$ cat src/rtl/vedic_urdhva_colser_mult.sv
// Column-serial Urdhva-Tiryagbhyam unsigned multiplier: one product bit per clock,
// column 0 first, with the column sum bit built from a NOR2-only XOR chain.
module vedic_urdhva_colser_mult #(
  parameter int N  = 4,
  parameter int CW = $clog2(N) + 1
) (
  input  logic           clk,
  input  logic           rst,
  input  logic           in_valid,
  output logic           in_ready,
  input  logic [N-1:0]   a,
  input  logic [N-1:0]   b,
  output logic           out_valid,
  input  logic           out_ready,
  output logic [2*N-1:0] product,
  output logic           busy
);

  localparam int KW = $clog2(2 * N);
  localparam int SW = CW + 1;

  typedef enum logic [1:0] {IDLE, RUN, DONE} state_e;

  state_e           state_q;
  logic [N-1:0]     a_q, b_q;
  logic [KW-1:0]    k_q;
  logic [CW-1:0]    carry_q, carry_d;
  logic [2*N-1:0]   product_q;

  logic [3*N-1:0]   bExt;
  logic [N-1:0]     bWin, bDiag, ppVec, ppShift;
  logic [SW-1:0]    colSum;
  logic             colBit;

  function automatic logic nor2(input logic x, input logic y);
    return ~(x | y);
  endfunction

  function automatic logic norXor(input logic x, input logic y);
    logic n1, n2, n3, n4;
    n1 = nor2(x, y);
    n2 = nor2(x, n1);
    n3 = nor2(y, n1);
    n4 = nor2(n2, n3);
    return nor2(n4, n4);
  endfunction

  // Zero-padded B shifted by the column index lines up b[k-i] with a[i];
  // out-of-range diagonal terms fall onto the padding and contribute nothing.
  always_comb begin
    bExt    = {{N{1'b0}}, b_q, {N{1'b0}}};
    bWin    = N'(bExt >> (k_q + KW'(1)));
    bDiag   = {<<{bWin}};
    ppVec   = a_q & bDiag;
    colSum  = SW'($countones(ppVec)) + SW'(carry_q);
    carry_d = CW'(colSum >> 1);
    colBit  = carry_q[0];
    ppShift = ppVec;
    for (int i = 0; i < N; i++) begin
      colBit  = norXor(colBit, ppShift[0]);
      ppShift = ppShift >> 1;
    end
  end

  always_ff @(posedge clk) begin
    if (rst) begin
      state_q   <= IDLE;
      a_q       <= '0;
      b_q       <= '0;
      k_q       <= '0;
      carry_q   <= '0;
      product_q <= '0;
    end else begin
      case (state_q)
        IDLE: begin
          if (in_valid) begin
            a_q       <= a;
            b_q       <= b;
            k_q       <= '0;
            carry_q   <= '0;
            product_q <= '0;
            state_q   <= RUN;
          end
        end
        RUN: begin
          product_q[k_q] <= colBit;
          carry_q        <= carry_d;
          k_q            <= k_q + KW'(1);
          // The final carry is at most 1, so it is exactly the top product bit.
          if (k_q == KW'(2 * N - 2)) begin
            product_q[2*N-1] <= carry_d[0];
            state_q          <= DONE;
          end
        end
        DONE: begin
          if (out_ready) state_q <= IDLE;
        end
        default: state_q <= IDLE;
      endcase
    end
  end

  assign in_ready  = (state_q == IDLE) && !rst;
  assign busy      = (state_q == RUN);
  assign out_valid = (state_q == DONE);
  assign product   = product_q;

endmodule
$ cat config.mk
export PLATFORM = sky130hd
export DESIGN_NAME = vedic_urdhva_colser_mult
export DESIGN_NICKNAME = d
export VERILOG_FILES = /design/src/rtl/vedic_urdhva_colser_mult.sv
export SDC_FILE = /design/constraint.sdc
export NUM_CORES = 1
export LEC_CHECK = 0
export ABC_CLOCK_PERIOD_IN_PS = 4500
export BUFFER_PORTS_ARGS = -buffer_cell sky130_fd_sc_hd__buf_2
export CAP_MARGIN = 20
export CORE_ASPECT_RATIO = 1.25
export CORE_MARGIN = 1.5
export CORE_UTILIZATION = 52
export DETAILED_ROUTE_END_ITERATION = 7
export HOLD_SLACK_MARGIN = 0.06
export PLACE_DENSITY = 0.83
export RECOVER_POWER = 50
export SYNTH_ARGS = -nofsm -noshare
export SYNTH_HDL_FRONTEND = slang
export SYNTH_SLANG_ARGS = --single-unit
$ cat constraint.sdc
create_clock -name clk -period 4.5 [get_ports clk]
set_input_delay 0.225 -clock clk [delete_from_list [all_inputs] [get_ports clk]]
set_output_delay 0.225 -clock clk [all_outputs]
set_load 0.05 [all_outputs]
==> results of run 1 <==
## critical path: stages (launching register included)
cell and delay (ns):
dfxtp_1 0.73, ha_1 0.26, xor2_1 0.40, mux2i_1 0.28
nor2b_1 0.25, o21ai_4 0.11, fa_1 0.48, inv_1 0.04
ha_1 0.27, inv_1 0.05, o21bai_1 0.09, fa_1 0.57
nor2_1 0.07, nor4_1 0.27, a21o_1 0.15
## cells in the mapped netlist, types with 3 or more instances
cell type	count	area, um2
nand3_1	5	25.0
a21oi_1	13	65.1
mux2i_1	3	30.0
nand2b_1	6	37.5
nor3_1	7	35.0
a32o_1	7	70.1
nor4_1	3	18.8
inv_1	7	26.3
nor2_1	12	45.0
dfxtp_1	24	480
nor2b_1	5	31.3
ha_1	5	62.6
nand2_1	28	105
clkbuf_1	9	33.8
## kinds of logic after synthesis
group                    Yosys count  share of synthesized area
AND/OR/NAND/NOR                   72                      0.251
multiplexers                       5                     0.0468
flip-flops                        24                      0.352
adder cells (fa/ha/maj)            7                     0.0752
AO/OA/AOI/OAI                     33                      0.171
XOR/XNOR                           5                     0.0486
buffers and inverters             18                     0.0550
## final timing paths
path | startpoint | end | slack [ns] | depth (start not counted)
worst min register to register | carry_q[2]$_SDFFE_PP0P_ | carry_q[2]$_SDFFE_PP0P_ | 0.46 | 2
worst min-delay path | a[0] | a_q[0]$_SDFFE_PP0P_ | 0.13 | 3
worst max-delay path | k_q[0]$_SDFFE_PP0P_ | product[7]$_SDFFE_PP0P_ | 0.42 | 14
worst max register to register | k_q[0]$_SDFFE_PP0P_ | product[7]$_SDFFE_PP0P_ | 0.42 | 14
## sequential cells by signal (all words and copies together), names as in the netlist
register	flops
state_q	2
b_q	4
a_q	4
carry_q	3
product	8
k_q	3
## layout make-up
cell class / instances / area, um2 / share of cell area
inverter: 8 / 30.0 / 0.0203
sequential: 24 / 480 / 0.325
timing repair buffer: 22 / 97.6 / 0.0659
clock buffer: 3 / 22.5 / 0.0152
tap: 33 / 41.3 / 0.0279
multi-input combinational: 122 / 808 / 0.546
## through the flow
stage	power (mW)	worst slack (ns)	instance area [um2]	std cells	utilization
CTS	0.372	0.429	1490	212	0.609
floorplan	0.269	1.05	1360	164	-
global route	0.385	0.0792	1480	212	0.604
finish	0.370	0.420	1480	212	0.604
global placement	0.279	0.681	1470	209	0.599
detailed placement	0.281	0.464	1470	209	0.599
## layer usage
metal,up-vias,part of all wire,wire length (um),global-route usage
met5,-,0,0,0
met4,0,0.0062,17,0.0735
met3,2,0.025,69,0.0300
met2,16,0.53,1460,0.386
met1,558,0.43,1190,0.229
li1,596,-,-,-
## power by group
group | total, mW | internal [mW] | switching, mW
combinational | 0.0497 | 0.0179 | 0.0318
clock | 0.0936 | 0.0313 | 0.0623
sequential | 0.227 | 0.218 | 0.00878
total | 0.370 | 0.267 | 0.103
==> flow_metrics.py, run 1 <==
metrics = {
    "run_status": {
        "status": "finished, final reports clean",
    },
    "drt": {
        "via_per_inst": 5.53,
        "drc": 0,
        "antenna_left": 0,
        "drtIter0Drc": 26,
        "firstDrtPassIters": 4,
        "vias": 1172,
        "wl_um": 2740,
        "routedWlPerCell_um": 12.9,
    },
    "grt": {
        "grt_first_pass_wirelength_um": 4620,
        "gr-usage-all-layers": 0.202,
        "antenna_found_initial": 0,
        "overflow": 0,
        "grt_max_degree": 27,
        "grt_pass1_vias": 1069,
    },
    "clock_network": {
        "path_clk_slew_ns": 0.13,
        "cts.htree.levels": 1,
        "cts-resized-gates": 0,
        "cts_buffers": 3,
        "clockRootBuffer": "clkbuf_4",
        "clock_latency_ns": 0.31,
        "cts_tree": "built",
        "cts_setup_buffers": 0,
        "clock_sinks": 24,
        "clockBufferDepth": 2,
        "cts_hold_buf": 0,
    },
    "final_layout": {
        "synthToLayoutAreaGrowth_pct": 8.53,
        "layout-drive-gt1-share": 0.123,
        "diodes": 0,
        "final_common_cell": "nand2_1",
        "fillCellCount": 230,
        "layout_common_cells": "nand2_1 (28), dfxtp_1 (24), a21oi_1 (13)",
        "finish.net_count": 200,
    },
    "yosys": {
        "synthFlopType": "dfxtp_1",
        "ys_warn_count": 0,
        "syn_nets": 183,
        "ys_seq_area_frac": 0.352,
        "synth.distinct_cells": 37,
        "syn_area_per_cell_um2": 8.32,
        "synth-seq-cells": 24,
        "synth_area_mm2": 0.00136,
        "ys_async_sr_fraction": 0,
        "netlist_instances": 164,
        "synth_edf_count": 0,
    },
    "sta": {
        "tightest_slew_ns": 0.682,
        "fin_crit_ns": 4.08,
        "fin_setup_tns_ns": 0,
        "slew_violations": 0,
        "holdWs_ns": 0.134,
        "fmax_mhz": 245,
        "hold_violations": 0,
        "setup_violations": 0,
        "period_share": 0.907,
        "rsz0062_at_grt": "no",
        "relSlewSlack": 0.545,
        "fin_skew_ns": 0.00725,
    },
    "placed_design": {
        "dp_hpwl_um": 2060,
        "gp_congestion": 0.915,
        "port_buffers": 22,
    },
    "hold_path": {
        "min_path_type": "in -> reg",
    },
    "setup_path": {
        "critPathRequiredTime_ns": 4.76,
        "cp-end-kind": "register",
        "start_kind": "register",
        "path_class": "reg -> reg",
        "worst_ep_arrival_time_ns": 4.34,
        "cp_max_fo": 18,
    },
    "power_and_ir_drop": {
        "p_leak_nw": 0.608,
        "ir_drop_mv": 0.149,
        "powerDensity_mw_per_mm2": 250,
    },
    "floorplan": {
        "fp.dieH_um": 60.3,
        "io_pins": 23,
        "coreArea_mm2": 0.00245,
        "die_w_um": 48.8,
        "num_rows": 20,
        "die-area_mm2": 0.00294,
        "start_util": 0.556,
    },
    "run": {
        "cap_violations": 0,
    },
}
Power figures use the tool's default switching activity.
==> run 2: changes to the inputs <==
- CTS_BUF_LIST: unset -> sky130_fd_sc_hd__clkbuf_8
- PLACE_DENSITY: 0.83 -> 0.75
==> flow_metrics.py, run 2 (same netlist as run 1, synthesis figures left out) <==
metrics = {
    "clock_network": {
        "clockRootBuffer": "clkbuf_8",
        "clockBufferDepth": 2,
        "cts.htree.levels": 1,
        "cts_hold_buf": 0,
        "cts_setup_buffers": 0,
        "cts-resized-gates": 0,
        "cts_tree": "built",
        "clock_sinks": 24,
        "path_clk_slew_ns": 0.08,
        "clock_latency_ns": 0.25,
        "cts_buffers": 3,
    },
    "final_layout": {
        "stdcell_count": 212,
        "fin_util": 0.611,
        "largest_reg_flops": 8,
        "synthToLayoutAreaGrowth_pct": 9.91,
        "diodes": 0,
        "layout_common_cells": "nand2_1 (28), dfxtp_1 (24), a21oi_1 (13)",
        "layout-drive-gt1-share": 0.123,
        "final_common_cell": "nand2_1",
        "final_cell_area_mm2": 0.00150,
        "finish.net_count": 200,
    },
    "hold_path": {
        "min_path_type": "in -> reg",
        "min_to": "b_q[2]$_SDFFE_PP0P_",
        "min-delay-start": "b[2]",
        "min_path_cells": 3,
    },
    "sta": {
        "period_share": 0.914,
        "setup_violations": 0,
        "worst_slack_ns": 0.386,
        "fmax_mhz": 243,
        "slew_violations": 0,
        "fin_setup_tns_ns": 0,
        "relSlewSlack": 0.553,
        "hold_violations": 0,
        "rsz0062_at_grt": "no",
        "tightest_slew_ns": 0.669,
        "holdWs_ns": 0.201,
        "fin_skew_ns": 0.00195,
        "fin_crit_ns": 4.11,
    },
    "drt": {
        "wl_um": 2920,
        "vias": 1192,
        "routedWlPerCell_um": 13.8,
        "via_per_inst": 5.62,
        "drc": 0,
        "firstDrtPassIters": 4,
        "antenna_left": 0,
        "drtIter0Drc": 26,
    },
    "setup_path": {
        "r2r_end": "product[7]$_SDFFE_PP0P_",
        "worst_ep_arrival_time_ns": 4.32,
        "start_kind": "register",
        "reg2regPathDepth": 14,
        "r2r-start": "k_q[0]$_SDFFE_PP0P_",
        "cp-end-kind": "register",
        "path_class": "reg -> reg",
        "critPathRequiredTime_ns": 4.70,
        "reg2reg_slack_ns": 0.39,
        "cp_max_fo": 18,
    },
    "placed_design": {
        "gp_congestion": 0.895,
        "dp_hpwl_um": 2220,
        "pre_cts_ws_ns": 0.427,
        "port_buffers": 22,
        "place_area_mm2": 0.00147,
        "dp.cells": 209,
    },
    "floorplan": {
        "start_util": 0.556,
        "coreArea_mm2": 0.00245,
        "fp.dieH_um": 60.3,
        "die_w_um": 48.8,
        "io_pins": 23,
        "die-area_mm2": 0.00294,
        "num_rows": 20,
    },
    "grt": {
        "antenna_found_initial": 0,
        "gr-usage-all-layers": 0.214,
        "grt_first_pass_wirelength_um": 4900,
        "grt_max_degree": 27,
        "grt_pass1_vias": 1130,
        "overflow": 0,
    },
    "power_and_ir_drop": {
        "fin_total_pwr_uw": 398,
        "p_leak_nw": 0.616,
        "powerDensity_mw_per_mm2": 265,
        "ir_drop_mv": 0.182,
    },
    "run": {
        "cap_violations": 0,
    },
    "run_status": {
        "status": "finished, final reports clean",
    },
}
[run 2: critical path: stages (launching register included)]
cell and delay (ns):
dfxtp_1 0.73, ha_1 0.28, xor2_1 0.42, mux2i_1 0.29
nor2b_1 0.25, o21ai_4 0.10, fa_1 0.48, inv_1 0.05
ha_1 0.28, inv_1 0.05, o21bai_1 0.10, fa_1 0.56
nor2_1 0.06, nor4_1 0.25, a21o_1 0.14
[run 2: layout make-up]
| type | instances | area, um2 |
|---|---|---|
| clock buffer | 3 | 41.3 |
| sequential | 24 | 480 |
| timing repair buffer | 22 | 97.6 |
| tap | 33 | 41.3 |
| multi-input combinational | 122 | 808 |
| inverter | 8 | 30.0 |
| fill | 256 | 953 |
[run 2: metal layers]
metal,vias up,wire [um],global-route usage
met5,-,0,0
met4,0,54,0.0980
met3,6,92,0.0300
met2,28,1550,0.409
met1,559,1230,0.236
li1,599,-,-
[run 2: worst max path at each step]
stage / to / slack, ns / from
6_report: product[7]$_SDFFE_PP0P_ / 0.39 / k_q[0]$_SDFFE_PP0P_
5_1_grt: product[7]$_SDFFE_PP0P_ / 0.03 / k_q[0]$_SDFFE_PP0P_
4_1_cts: product[7]$_SDFFE_PP0P_ / 0.42 / k_q[0]$_SDFFE_PP0P_
3_5_place_dp: product[7]$_SDFFE_PP0P_ / 0.43 / k_q[0]$_SDFFE_PP0P_
3_3_place_gp: product[7]$_SDFFE_PP0P_ / 0.66 / k_q[0]$_SDFFE_PP0P_
2_1_floorplan: product[7]$_SDFFE_PP0P_ / 1.05 / k_q[0]$_SDFFE_PP0P_
[run 2: power by group]
part           total (mW)  switching [mW]  internal [mW]
Combinational      0.0507          0.0328         0.0179
Clock               0.120          0.0606         0.0596
Sequential          0.227         0.00893          0.218
Total               0.398           0.102          0.295
==> run 3: changes to the inputs <==
- CORE_MARGIN: 1.5 -> 8
==> flow_metrics.py, run 3 (same netlist as run 1, synthesis figures left out) <==
metrics = {
    "run_status": {
        "status": "finished, final reports clean",
    },
    "clock_network": {
        "clock_sinks": 24,
        "cts-resized-gates": 0,
        "cts_hold_buf": 0,
        "cts_tree": "built",
        "clockBufferDepth": 2,
        "cts.htree.levels": 1,
        "clockRootBuffer": "clkbuf_8",
        "path_clk_slew_ns": 0.08,
        "clock_latency_ns": 0.27,
        "cts_buffers": 3,
        "cts_setup_buffers": 0,
    },
    "setup_path": {
        "r2r_end": "product[7]$_SDFFE_PP0P_",
        "cp-end-kind": "register",
        "cp_max_fo": 18,
        "worst_ep_arrival_time_ns": 4.23,
        "path_class": "reg -> reg",
        "reg2regPathDepth": 14,
        "reg2reg_slack_ns": 0.44,
        "critPathRequiredTime_ns": 4.67,
        "r2r-start": "k_q[0]$_SDFFE_PP0P_",
        "start_kind": "register",
    },
    "grt": {
        "grt_first_pass_wirelength_um": 5350,
        "antenna_found_initial": 0,
        "grt_pass1_vias": 1293,
        "grt_max_degree": 27,
        "overflow": 0,
        "gr-usage-all-layers": 0.152,
    },
    "floorplan": {
        "num_rows": 20,
        "fp.dieH_um": 73.3,
        "io_pins": 23,
        "die-area_mm2": 0.00453,
        "coreArea_mm2": 0.00245,
        "die_w_um": 61.8,
        "start_util": 0.556,
    },
    "sta": {
        "tightest_slew_ns": 0.634,
        "relSlewSlack": 0.576,
        "rsz0062_at_grt": "no",
        "setup_violations": 0,
        "fin_crit_ns": 4.06,
        "period_share": 0.902,
        "slew_violations": 0,
        "fin_skew_ns": 0.000676,
        "hold_violations": 0,
        "fin_setup_tns_ns": 0,
        "fmax_mhz": 246,
    },
    "hold_path": {
        "min_path_type": "in -> reg",
        "min_path_cells": 3,
        "min-delay-start": "b[2]",
        "min_to": "b_q[2]$_SDFFE_PP0P_",
    },
    "placed_design": {
        "gp_congestion": 0.896,
        "dp_hpwl_um": 2330,
        "port_buffers": 22,
    },
    "final_layout": {
        "seqCellArea_um2": 480,
        "layout-drive-gt1-share": 0.123,
        "multi_input_area_um2": 808,
        "diodes": 0,
        "synthToLayoutAreaGrowth_pct": 9.91,
        "largest_reg_flops": 8,
        "layout_common_cells": "nand2_1 (28), dfxtp_1 (24), a21oi_1 (13)",
        "fillCellCount": 250,
        "finish.net_count": 200,
        "final_common_cell": "nand2_1",
    },
    "drt": {
        "vias": 1223,
        "via_per_inst": 5.77,
        "antenna_left": 0,
        "drc": 0,
        "routedWlPerCell_um": 14.4,
        "wl_um": 3050,
        "drtIter0Drc": 37,
        "firstDrtPassIters": 4,
    },
    "power_and_ir_drop": {
        "fin_total_pwr_uw": 403,
        "p_leak_nw": 0.616,
        "powerDensity_mw_per_mm2": 269,
        "ir_drop_mv": 0.172,
    },
    "run": {
        "cap_violations": 0,
    },
}
-- run 3: cell counts in the layout (fill, tap and decap cells not counted) --
Identical to the previous run, type by type.
-- run 3: power by group --
group	leakage [nW]	internal, mW	switching (mW)
combinational	0.399	0.0179	0.0323
sequential	0.195	0.218	0.00871
clock	0.0216	0.0599	0.0667
total	0.616	0.296	0.108
-- run 3: cell type report --
type | count | area share
multi-input cells | 122 | 0.539
flip-flops and latches | 24 | 0.321
repair buffers | 22 | 0.0651
clock buffers | 3 | 0.0275
well taps | 33 | 0.0275
inverters | 8 | 0.0200
-- run 3: how the worst max path moves through the flow --
stage	to	start	slack, ns	depth (start not counted)
finish	product[7]$_SDFFE_PP0P_	k_q[0]$_SDFFE_PP0P_	0.44	14
global route	product[7]$_SDFFE_PP0P_	k_q[0]$_SDFFE_PP0P_	0.11	14
CTS	product[7]$_SDFFE_PP0P_	k_q[0]$_SDFFE_PP0P_	0.41	14
detailed placement	product[7]$_SDFFE_PP0P_	k_q[0]$_SDFFE_PP0P_	0.44	14
global placement	product[7]$_SDFFE_PP0P_	k_q[0]$_SDFFE_PP0P_	0.66	14
floorplan	product[7]$_SDFFE_PP0P_	k_q[0]$_SDFFE_PP0P_	1.05	15
-- run 3: routing by layer --
metal | vias to the layer above | GRT usage | part of all wire
met5 | - | 0 | 0
met4 | 0 | 0.0964 | 0.022
met3 | 9 | 0.0455 | 0.047
met2 | 24 | 0.265 | 0.53
met1 | 595 | 0.147 | 0.40
li1 | 595 | - | -
-- run 3: per-stage QoR --
step / cells / hold slack (ns) / worst slack [ns] / area [um2] / utilization
floorplan: 164 / 0.361 / 1.05 / 1360 / -
global placement: 209 / 0.432 / 0.659 / 1470 / 0.599
detailed placement: 209 / 0.449 / 0.437 / 1470 / 0.599
CTS: 212 / 0.182 / 0.407 / 1510 / 0.616
global route: 212 / 0.190 / 0.113 / 1500 / 0.611
finish: 212 / 0.185 / 0.443 / 1500 / 0.611
-- run 3: worst max-delay path: stages (launching register included) --
cell	delay, ns
dfxtp_1	0.71
ha_1	0.27
xor2_1	0.42
mux2i_1	0.27
nor2b_1	0.24
o21ai_4	0.10
fa_1	0.48
inv_1	0.05
ha_1	0.26
inv_1	0.04
o21bai_1	0.22
fa_1	0.51
nor2_1	0.14
nor4_1	0.06
a21o_1	0.17
